**src/rtl/mips_seq_pkg.sv**
```systemverilog
// -----------------------------------------------------------------------------
// Package: mips_seq_pkg
// Shared definitions for the MIPS multi-cycle instruction sequencer.
//   INSTR_W      instruction word width
//   OP_*         primary opcode values (instr[31:26]) understood by the sequencer
//   state_t      sequencer phase encoding
//   opcode_legal returns 1 for opcodes the sequencer retires
// Configuration macro: MIPS_SEQ_BRANCH_EN (when defined, OP_BEQ is legal).
// -----------------------------------------------------------------------------
package mips_seq_pkg;

  localparam int INSTR_W  = 32;
  localparam int OPCODE_W = 6;

  typedef logic [OPCODE_W-1:0] opcode_t;

  localparam opcode_t OP_RTYPE = 6'd0;
  localparam opcode_t OP_BEQ   = 6'd4;
  localparam opcode_t OP_LW    = 6'd35;
  localparam opcode_t OP_SW    = 6'd43;

  typedef enum logic [2:0] {
    ST_IDLE,
    ST_FETCH,
    ST_DECODE,
    ST_EXEC,
    ST_MEM,
    ST_WB,
    ST_NEXT
  } state_t;

  // Opcodes that count towards the retired-instruction counter.
  function automatic logic opcode_legal(input opcode_t op);
    logic legal;
    case (op)
      OP_RTYPE, OP_LW, OP_SW: legal = 1'b1;
`ifdef MIPS_SEQ_BRANCH_EN
      OP_BEQ:                 legal = 1'b1;
`endif
      default:                legal = 1'b0;
    endcase
    return legal;
  endfunction

endpackage

```
**src/rtl/mips_pc_next.sv**
```systemverilog
// -----------------------------------------------------------------------------
// Module: mips_pc_next
// Combinational next-PC computation for the instruction sequencer.
//   pc          current PC (byte address, word aligned)
//   imm         16-bit branch immediate (word offset, signed)
//   take_branch 1 = branch target, 0 = sequential PC
//   pc_next     pc+4, or pc+4+(sext(imm)<<2); both wrap modulo 2^PC_W
// PC_W must be at least 19 so the sign extension has room.
// -----------------------------------------------------------------------------
module mips_pc_next #(
  parameter int unsigned PC_W = 32
) (
  input  logic [PC_W-1:0] pc,
  input  logic [15:0]     imm,
  input  logic            take_branch,
  output logic [PC_W-1:0] pc_next
);

  localparam int EXT_W = PC_W - 18;

  logic [PC_W-1:0] seq_pc;
  logic [PC_W-1:0] offset;

  assign seq_pc  = pc + PC_W'(4);
  // Immediate counts words: sign-extend, then scale to bytes.
  assign offset  = {{EXT_W{imm[15]}}, imm, 2'b00};
  assign pc_next = take_branch ? (seq_pc + offset) : seq_pc;

endmodule

```
**src/rtl/mips_instr_sequencer.sv**
```systemverilog
// -----------------------------------------------------------------------------
// Module: mips_instr_sequencer
// Multi-cycle instruction sequencer for the MIPS datapath. Owns the PC, fetches
// instruction words over a req/ack handshake, presents the latched word with a
// new_instr pulse and then fires single-cycle data-memory / register-file
// strobes in a fixed phase order per opcode:
//   R-type : FETCH DECODE EXEC WB NEXT           (reg_write in WB)
//   lw     : FETCH DECODE EXEC MEM WB NEXT       (mem_read in MEM, reg_write in WB)
//   sw     : FETCH DECODE EXEC MEM NEXT          (mem_write in MEM)
//   other  : FETCH DECODE EXEC NEXT              (illegal set, no strobes)
//
// Configuration macro: MIPS_SEQ_BRANCH_EN
//   defined   : beq (opcode 4) is legal, alu_zero is sampled in EXEC and NEXT
//               loads the branch target when it was set.
//   undefined : beq is treated as an illegal opcode and alu_zero is ignored.
//
// Ports:
//   clk, rst      clock (rising edge) / asynchronous active-high reset
//   run           level: keep sequencing; low parks in IDLE after current instr
//   imem_req      fetch request, held until imem_ack
//   imem_addr     fetch address (= pc)
//   imem_ack      fetch complete, imem_rdata valid in the same cycle
//   imem_rdata    fetched instruction word
//   instr         latched instruction word for the datapath
//   new_instr     one-cycle pulse after instr is updated
//   mem_read      data-memory read strobe
//   mem_write     data-memory write strobe
//   reg_write     register-file write strobe
//   alu_zero      ALU result is zero (branch build only)
//   pc            current PC
//   busy          high in every state except IDLE
//   illegal       sticky: unsupported opcode decoded
//   fetch_err     sticky: instruction fetch timed out
//   retired       count of legal instructions retired (wraps)
// -----------------------------------------------------------------------------
module mips_instr_sequencer
  import mips_seq_pkg::*;
#(
  parameter int unsigned     PC_W          = 32,
  parameter logic [PC_W-1:0] RESET_PC      = '0,
  parameter int unsigned     CNT_W         = 16,
  parameter int unsigned     FETCH_TIMEOUT = 15
) (
  input  logic               clk,
  input  logic               rst,
  input  logic               run,
  output logic               imem_req,
  output logic [PC_W-1:0]    imem_addr,
  input  logic               imem_ack,
  input  logic [INSTR_W-1:0] imem_rdata,
  output logic [INSTR_W-1:0] instr,
  output logic               new_instr,
  output logic               mem_read,
  output logic               mem_write,
  output logic               reg_write,
  input  logic               alu_zero,
  output logic [PC_W-1:0]    pc,
  output logic               busy,
  output logic               illegal,
  output logic               fetch_err,
  output logic [CNT_W-1:0]   retired
);

  // One spare bit so the counter never saturates below FETCH_TIMEOUT.
  localparam int WAIT_W = $clog2(FETCH_TIMEOUT + 2);

  state_t            state;
  logic [WAIT_W-1:0] wait_cnt;
  logic              legal_q;   // current instruction counts as retired
  logic              take_branch;
  logic [PC_W-1:0]   pc_next;
  opcode_t           opcode;

  assign opcode    = instr[31:26];
  assign imem_addr = pc;

`ifdef MIPS_SEQ_BRANCH_EN
  logic taken_q;                // beq condition captured in EXEC
  assign take_branch = taken_q;
`else
  logic unused_alu_zero;
  assign unused_alu_zero = alu_zero;
  assign take_branch     = 1'b0;
`endif

  mips_pc_next #(
    .PC_W(PC_W)
  ) u_pc_next (
    .pc         (pc),
    .imm        (instr[15:0]),
    .take_branch(take_branch),
    .pc_next    (pc_next)
  );

  // NOTE: all sequencer state and outputs are updated with non-blocking
  // assignments so every register samples pre-edge values; blocking here
  // would make later statements see half-updated state.
  always_ff @(posedge clk or posedge rst) begin
    if (rst) begin
      state     <= ST_IDLE;
      wait_cnt  <= '0;
      legal_q   <= 1'b0;
`ifdef MIPS_SEQ_BRANCH_EN
      taken_q   <= 1'b0;
`endif
      pc        <= RESET_PC;
      instr     <= '0;
      imem_req  <= 1'b0;
      new_instr <= 1'b0;
      mem_read  <= 1'b0;
      mem_write <= 1'b0;
      reg_write <= 1'b0;
      busy      <= 1'b0;
      illegal   <= 1'b0;
      fetch_err <= 1'b0;
      retired   <= '0;
    end else begin
      // Strobes are single-cycle pulses: cleared unless the transition below
      // raises one for the state being entered.
      new_instr <= 1'b0;
      mem_read  <= 1'b0;
      mem_write <= 1'b0;
      reg_write <= 1'b0;

      case (state)
        ST_IDLE: begin
          if (run) begin
            state    <= ST_FETCH;
            imem_req <= 1'b1;
            busy     <= 1'b1;
            wait_cnt <= '0;
          end
        end

        // run is deliberately not looked at here: a started fetch completes.
        ST_FETCH: begin
          if (imem_ack) begin
            instr     <= imem_rdata;
            imem_req  <= 1'b0;
            new_instr <= 1'b1;
            state     <= ST_DECODE;
          end else if (wait_cnt >= WAIT_W'(FETCH_TIMEOUT)) begin
            // Abort: PC stays on the failing address for diagnosis.
            imem_req  <= 1'b0;
            fetch_err <= 1'b1;
            busy      <= 1'b0;
            state     <= ST_IDLE;
          end else begin
            wait_cnt <= wait_cnt + WAIT_W'(1);
          end
        end

        ST_DECODE: begin
          legal_q <= opcode_legal(opcode);
`ifdef MIPS_SEQ_BRANCH_EN
          taken_q <= 1'b0;
`endif
          state   <= ST_EXEC;
        end

        // Operands / ALU settle during this cycle; the strobe of the next
        // phase is registered on the way out.
        ST_EXEC: begin
          case (opcode)
            OP_RTYPE: begin
              reg_write <= 1'b1;
              state     <= ST_WB;
            end
            OP_LW: begin
              mem_read <= 1'b1;
              state    <= ST_MEM;
            end
            OP_SW: begin
              mem_write <= 1'b1;
              state     <= ST_MEM;
            end
`ifdef MIPS_SEQ_BRANCH_EN
            OP_BEQ: begin
              taken_q <= alu_zero;
              state   <= ST_NEXT;
            end
`endif
            default: begin
              illegal <= 1'b1;
              state   <= ST_NEXT;
            end
          endcase
        end

        ST_MEM: begin
          if (opcode == OP_LW) begin
            reg_write <= 1'b1;
            state     <= ST_WB;
          end else begin
            state <= ST_NEXT;
          end
        end

        ST_WB: begin
          state <= ST_NEXT;
        end

        ST_NEXT: begin
          pc <= pc_next;
          if (legal_q) begin
            retired <= retired + CNT_W'(1);
          end
          if (run) begin
            state    <= ST_FETCH;
            imem_req <= 1'b1;
            wait_cnt <= '0;
          end else begin
            state <= ST_IDLE;
            busy  <= 1'b0;
          end
        end

        default: begin
          state    <= ST_IDLE;
          imem_req <= 1'b0;
          busy     <= 1'b0;
        end
      endcase
    end
  end

endmodule
```
**config.mk**
```make
export PLATFORM = sky130hd
export DESIGN_NAME = mips_instr_sequencer
export DESIGN_NICKNAME = d
export VERILOG_FILES = /design/src/rtl/mips_seq_pkg.sv /design/src/rtl/mips_pc_next.sv /design/src/rtl/mips_instr_sequencer.sv
export SDC_FILE = /design/constraint.sdc
export NUM_CORES = 1
export LEC_CHECK = 0
export BUFFER_PORTS_ARGS = -buffer_cell sky130_fd_sc_hd__buf_2
export CORE_MARGIN = 2
export CORE_UTILIZATION = 28
export CTS_CLUSTER_SIZE = 24
export DETAILED_ROUTE_END_ITERATION = 10
export GPL_TIMING_DRIVEN = 0
export PLACE_DENSITY_LB_ADDON = 0.1
export SKIP_LAST_GASP = 1
export SLEW_MARGIN = 30
export SYNTH_ARGS = -nofsm -noshare
export SYNTH_HDL_FRONTEND = slang
export SYNTH_HIERARCHICAL = 1
export SYNTH_SLANG_ARGS = --single-unit
```
**constraint.sdc**
```tcl
create_clock -name clk -period 2.96 [get_ports clk]
set_input_delay 0.592 -clock clk [delete_from_list [all_inputs] [get_ports clk]]
set_output_delay 0.592 -clock clk [all_outputs]
set_load 0.02 [all_outputs]
```
# After elaboration in Yosys (flattened, before gate mapping)
# Index checks and enable logic that the tools add are counted.
[totals]
register_bits = 97
word_cells = 78
out_inout_bits = 120
[op_classes]
bitwise_logic = 3
add_sub_neg = 3
n_mux = 27
reduce_logical = 15
eq_ne = 15
order_cmp = 1
[ops]
columns = ["op", "n"]
rows = [
  ["adder 32 x 3 -> 32 bit (second input constant)", 1],
  ["one-hot mux 3 bit (7 select lines)", 1],
  ["adder 16 x 1 -> 16 bit (second input constant)", 1],
  ["2-to-1 mux 5 bit", 3],
  ["2-to-1 mux 1 bit", 14],
  ["equality test 6 bit (second input constant)", 2],
  ["inequality test 2 bit (second input constant)", 5],
  ["one-hot mux 5 bit (2 select lines)", 1],
  ["equality test 3 bit (second input constant)", 3],
  ["2-to-1 mux 3 bit", 3],
  ["AND reduction 2 bit", 4],
  ["equality test 3 x 2 -> 1 bit (second input constant)", 2],
  ["zero test 6 bit", 1],
  ["AND reduction 3 bit", 2],
  ["adder 5 x 1 -> 5 bit (second input constant)", 1],
  ["greater-or-equal comparator 5 x 4 -> 1 bit (second input constant)", 1],
  ["AND reduction 5 bit", 1],
  ["one-hot mux 1 bit (4 select lines)", 1],
  ["one-hot mux 2 bit (2 select lines)", 1],
  ["AND reduction 4 bit", 1],
  ["OR reduction 2 bit", 2],
  ["OR reduction 4 bit", 1],
  ["equality test 3 x 1 -> 1 bit (second input constant)", 1],
  ["zero test 3 bit", 1],
  ["other kinds (8)", 10],
]

# Depth between registers and ports, before layout
[logic_depth]
word_depth = 4
mapped_depth = 16

# Hierarchy
# Netlist, hierarchy kept.
[by_module_without_submodules]
columns = ["mod", "seq_area_each_um2", "cells_each", "n_inst", "area_each_um2"]
rows = [
  ["mips_instr_sequencer", 2427.3, 310, 1, 4190.3],
  ["mips_pc_next", 0.0, 394, 1, 2836.5],
]

# Least setup slack after synthesis
# Ideal clock, no wire load.
[synth_timing]
kind = "reg2reg"
from = "reg pc[16] (netlist: imem_addr[16])"
to = "reg pc[30] (netlist: imem_addr[30])"
synth_period_minus_slack_ps = 2201
slack_ps = 759
t_arrival_ps = 2076
stages_incl_launch_ff = 9
setup_ps = 125
cell_sequence = "dfrtp_1 > nand4_2 > nor4_4 > and3_2 > nand4_2 > xnor2_2 > o22ai_1 > nor2_1 > mux2_2"
[synth_via]
elab_chain_len = 1
[synth_rtl]
columns = ["item", "line_no", "source"]
rows = [
  ["start, declared", "mips_instr_sequencer.sv:57", "output logic [PC_W-1:0] pc,"],
  ["start signal, assigned", "mips_instr_sequencer.sv:204", "pc <= pc_next;"],
  ["adder 32 x 3 -> 32 bit", "mips_pc_next.sv:24", "assign seq_pc = pc + PC_W'(4);"],
  ["named net pc_next[30]", "mips_instr_sequencer.sv:71", "logic [PC_W-1:0] pc_next;"],
]
# The timed path passes the listed nets, and every way through them passes these cells.
# A chain may end at the register's enable or synchronous reset.

# Final worst setup path
[layout_timing]
from = "reg pc[8] (netlist: imem_addr[8])"
to = "reg pc[18] (netlist: imem_addr[18])"
# The elaborated chain is that of the path after synthesis.

==> impl_metrics.yaml <==
power:
  combinationalPowerShare: 0.675
  power_switching_w: 0.00578
  ir_worst_vdd_mv: 0.467
  leakage_nw: 4.08
  clock_power_share: 0.106
  pwr-share-seq: 0.219
  switching_share: 0.500
  p_per_area_mw_per_mm2: 1340
  p_int_w: 0.00577
critical_path:
  arrival_ns: 2.81
  cp-start-kind: "flip-flop"
  critPathCaptureType: "flip-flop"
  critPathKind: "flip-flop to flip-flop"
  required_ns: 3.19
  crit_path_max_fanout: 7
die:
  initial_core_util: 0.287
  fp-row-count: 57
  die_h_um: 162
  design.core.area_sq_mm: 0.0245
  num_io_pins: 157
  die_w_um: 162
  die-area_sq_mm: 0.0264
global_route:
  grt_start_max_net_pins: 28
  overflow: 0
  grtUsageTotal: 0.149
  antenna_found_initial: 0
  grt_pass1_wl_um: 30800
  first_global_vias: 5536
finish:
  nNetsFinal: 955
  area_growth_pct: 22.6
  diodes: 0
  fillerInstances: 2588
  drive_gt1_frac: 0.374
  finish.utilization: 0.352
  seq_area_sq_mm: 0.00243
  final_common_cell: "buf_2"
  mostFrequentLayoutCells: "164 x buf_2, 97 x dfrtp_1, 67 x mux2_2"
  multi_input_area_sq_mm: 0.00415
clock_tree:
  cts.clk_slew.worst_paths_ns: 0.08
  post_cts_resize_count: 0
  post_cts_buffers: 0
  cts_hold_buf: 0
  htreeDepth: 3
  clk-insertion-delay-late_ns: 0.36
  clock-sinks: 97
  root_buffer: "clkbuf_16"
  numCtsBuffers: 9
  cts_tree: "yes"
  clockBufferDepth: 2
hold_path:
  hold_class: "input pin to async pin"
drt:
  routedWlPerCell_um: 15.9
  viasPerCell: 4.74
  firstDrtPassIters: 4
  wirelength_um: 19200
  vias: 5722
  drc_errors: 0
  antenna_left: 0
  drt-initial-drc-count: 191
placement:
  dp_hpwl_um: 15000
  io_buffer_count: 155
  gp_congestion: 0.789
synthesis:
  ys_warn_count: 6
  async_flop_share: 1.00
  synth_cell_types: 74
  avgSynthCellArea_sq_um: 9.98
  synth.cell_area_sq_mm: 0.00703
  synth_edf_count: 0
  synthCells: 704
  ys_dominant_reg_cell: "dfrtp_1"
  synth_seq_cells: 97
  yosysSeqAreaShare: 0.345
flow_run:
  drv_cap: 0
sta:
  drv_slew: 0
  maxSlewHeadroom: 0.403
  hold_viol: 0
  finalSetupViolations: 0
  clock_skew_ns: 0.0122
  rsz0062_at_grt: "no"
  period_minus_slack_ns: 2.57
  finalCritPeriodShare: 0.869
  tns_ns: 0
  max_freq_mhz: 389
  max_slew.worst_pin.slew_ns: 0.895
run_status:
  status: "complete, no violations"
[cell families (layout without fill, tap and decap cells)]
logic type,count (synthesis),count (layout),share of synthesized area
flops,97,97,0.345
buf+inv,77,252,0.0662
other cells,1,4,0.000534
mux,72,72,0.115
simple gates,199,199,0.164
xor+xnor,66,66,0.0876
fa+ha+maj,41,41,0.0741
compound gates,151,151,0.147
[state kept, by name, summed over array words and instances, names as in the netlist]
name / cells
busy: 1
retired: 16
imem_req: 1
wait_cnt: 5
imem_addr: 32
reg_write: 1
fetch_err: 1
mem_write: 1
mem_read: 1
illegal: 1
legal_q: 1
new_instr: 1
instr: 32
state: 3
[power groups by stage]
| stage | Sequential, W | Combinational [W] | Clock [W] |
|---|---|---|---|
| global placement | 0.00257 | 0.00780 | 0 |
| finish | 0.00253 | 0.00780 | 0.00122 |
| CTS | 0.00256 | 0.00783 | 0.00129 |
| detailed placement | 0.00258 | 0.00778 | 0 |
| global route | 0.00265 | 0.00861 | 0.00132 |
| floorplan | 0.00295 | 0.00542 | 0 |
[critical path, cell delays in order, from the launching register on]
cell,delay (ns)
dfrtp_1,0.49
nand3_1,0.22
nor3_2,0.45
and3_1,0.46
and3_1,0.22
xor2_1,0.08
mux2_2,0.28
mux2_2,0.26
[layer usage]
metal	routed length (um)	global-route usage	vias up
met5	0	0	-
met4	245	0.0358	0
met3	650	0.0232	15
met2	8960	0.241	99
met1	9310	0.208	2724
li1	-	-	2884
[area by class of cell]
type,instances,area share
Inverter,19,0.00872
Clock inverter,7,0.00886
Multi-Input combinational cell,533,0.481
Buffer,58,0.0458
Tap cell,324,0.0471
Clock buffer,9,0.0262
Sequential cell,97,0.282
Timing Repair Buffer,159,0.100
[synth_stat cells, types with 6 or more instances]
cell type / count / share of area
mux2_2: 67 / 0.11
nand2_1: 45 / 0.024
xnor2_1: 41 / 0.051
a21o_1: 15 / 0.016
nor2_1: 41 / 0.022
buf_4: 36 / 0.038
clkbuf_1: 7 / 0.0037
and3_1: 14 / 0.012
buf_2: 9 / 0.0064
o21ai_0: 18 / 0.013
o21ai_1: 9 / 0.0064
nand4_1: 14 / 0.012
a211oi_1: 6 / 0.0064
nor3_1: 7 / 0.0050
dfrtp_1: 97 / 0.35
o21bai_1: 8 / 0.0085
nand3_1: 29 / 0.021
ha_1: 40 / 0.071
a21oi_1: 49 / 0.035
a31oi_1: 8 / 0.0071
xor2_1: 20 / 0.025
inv_1: 19 / 0.010
[final timing paths]
kind / startpoint / to / cells past startpoint / slack [ns]
min in group clk: imem_rdata[25] / instr[25] / 2 / 0.45
hold reg to reg: fetch_err / fetch_err / 1 / 0.47
setup reg to reg: imem_addr[8] / imem_addr[18] / 7 / 0.39
setup / recovery: imem_addr[8] / imem_addr[18] / 7 / 0.39
hold / removal: rst / instr[28] / 2 / 0.12
max in group asynchronous: rst / imem_addr[18] / 5 / 2.08
[through the flow]
step / cells / cell area [sq um] / setup slack [ns] / hold WS, ns / power, W
final: 1206 / 8610 / 0.387 / 0.120 / 0.0115
after global routing: 1206 / 8610 / 0.251 / 0.117 / 0.0126
after CTS: 1206 / 8610 / 0.371 / 0.0994 / 0.0117
after detailed placement: 1190 / 8310 / 0.392 / 0.456 / 0.0104
after global placement: 1186 / 8220 / 0.377 / 0.450 / 0.0104
after floorplan: 707 / 7040 / 0.759 / 0.472 / 0.00837
Note: power is estimated with default switching activity, not from simulation.
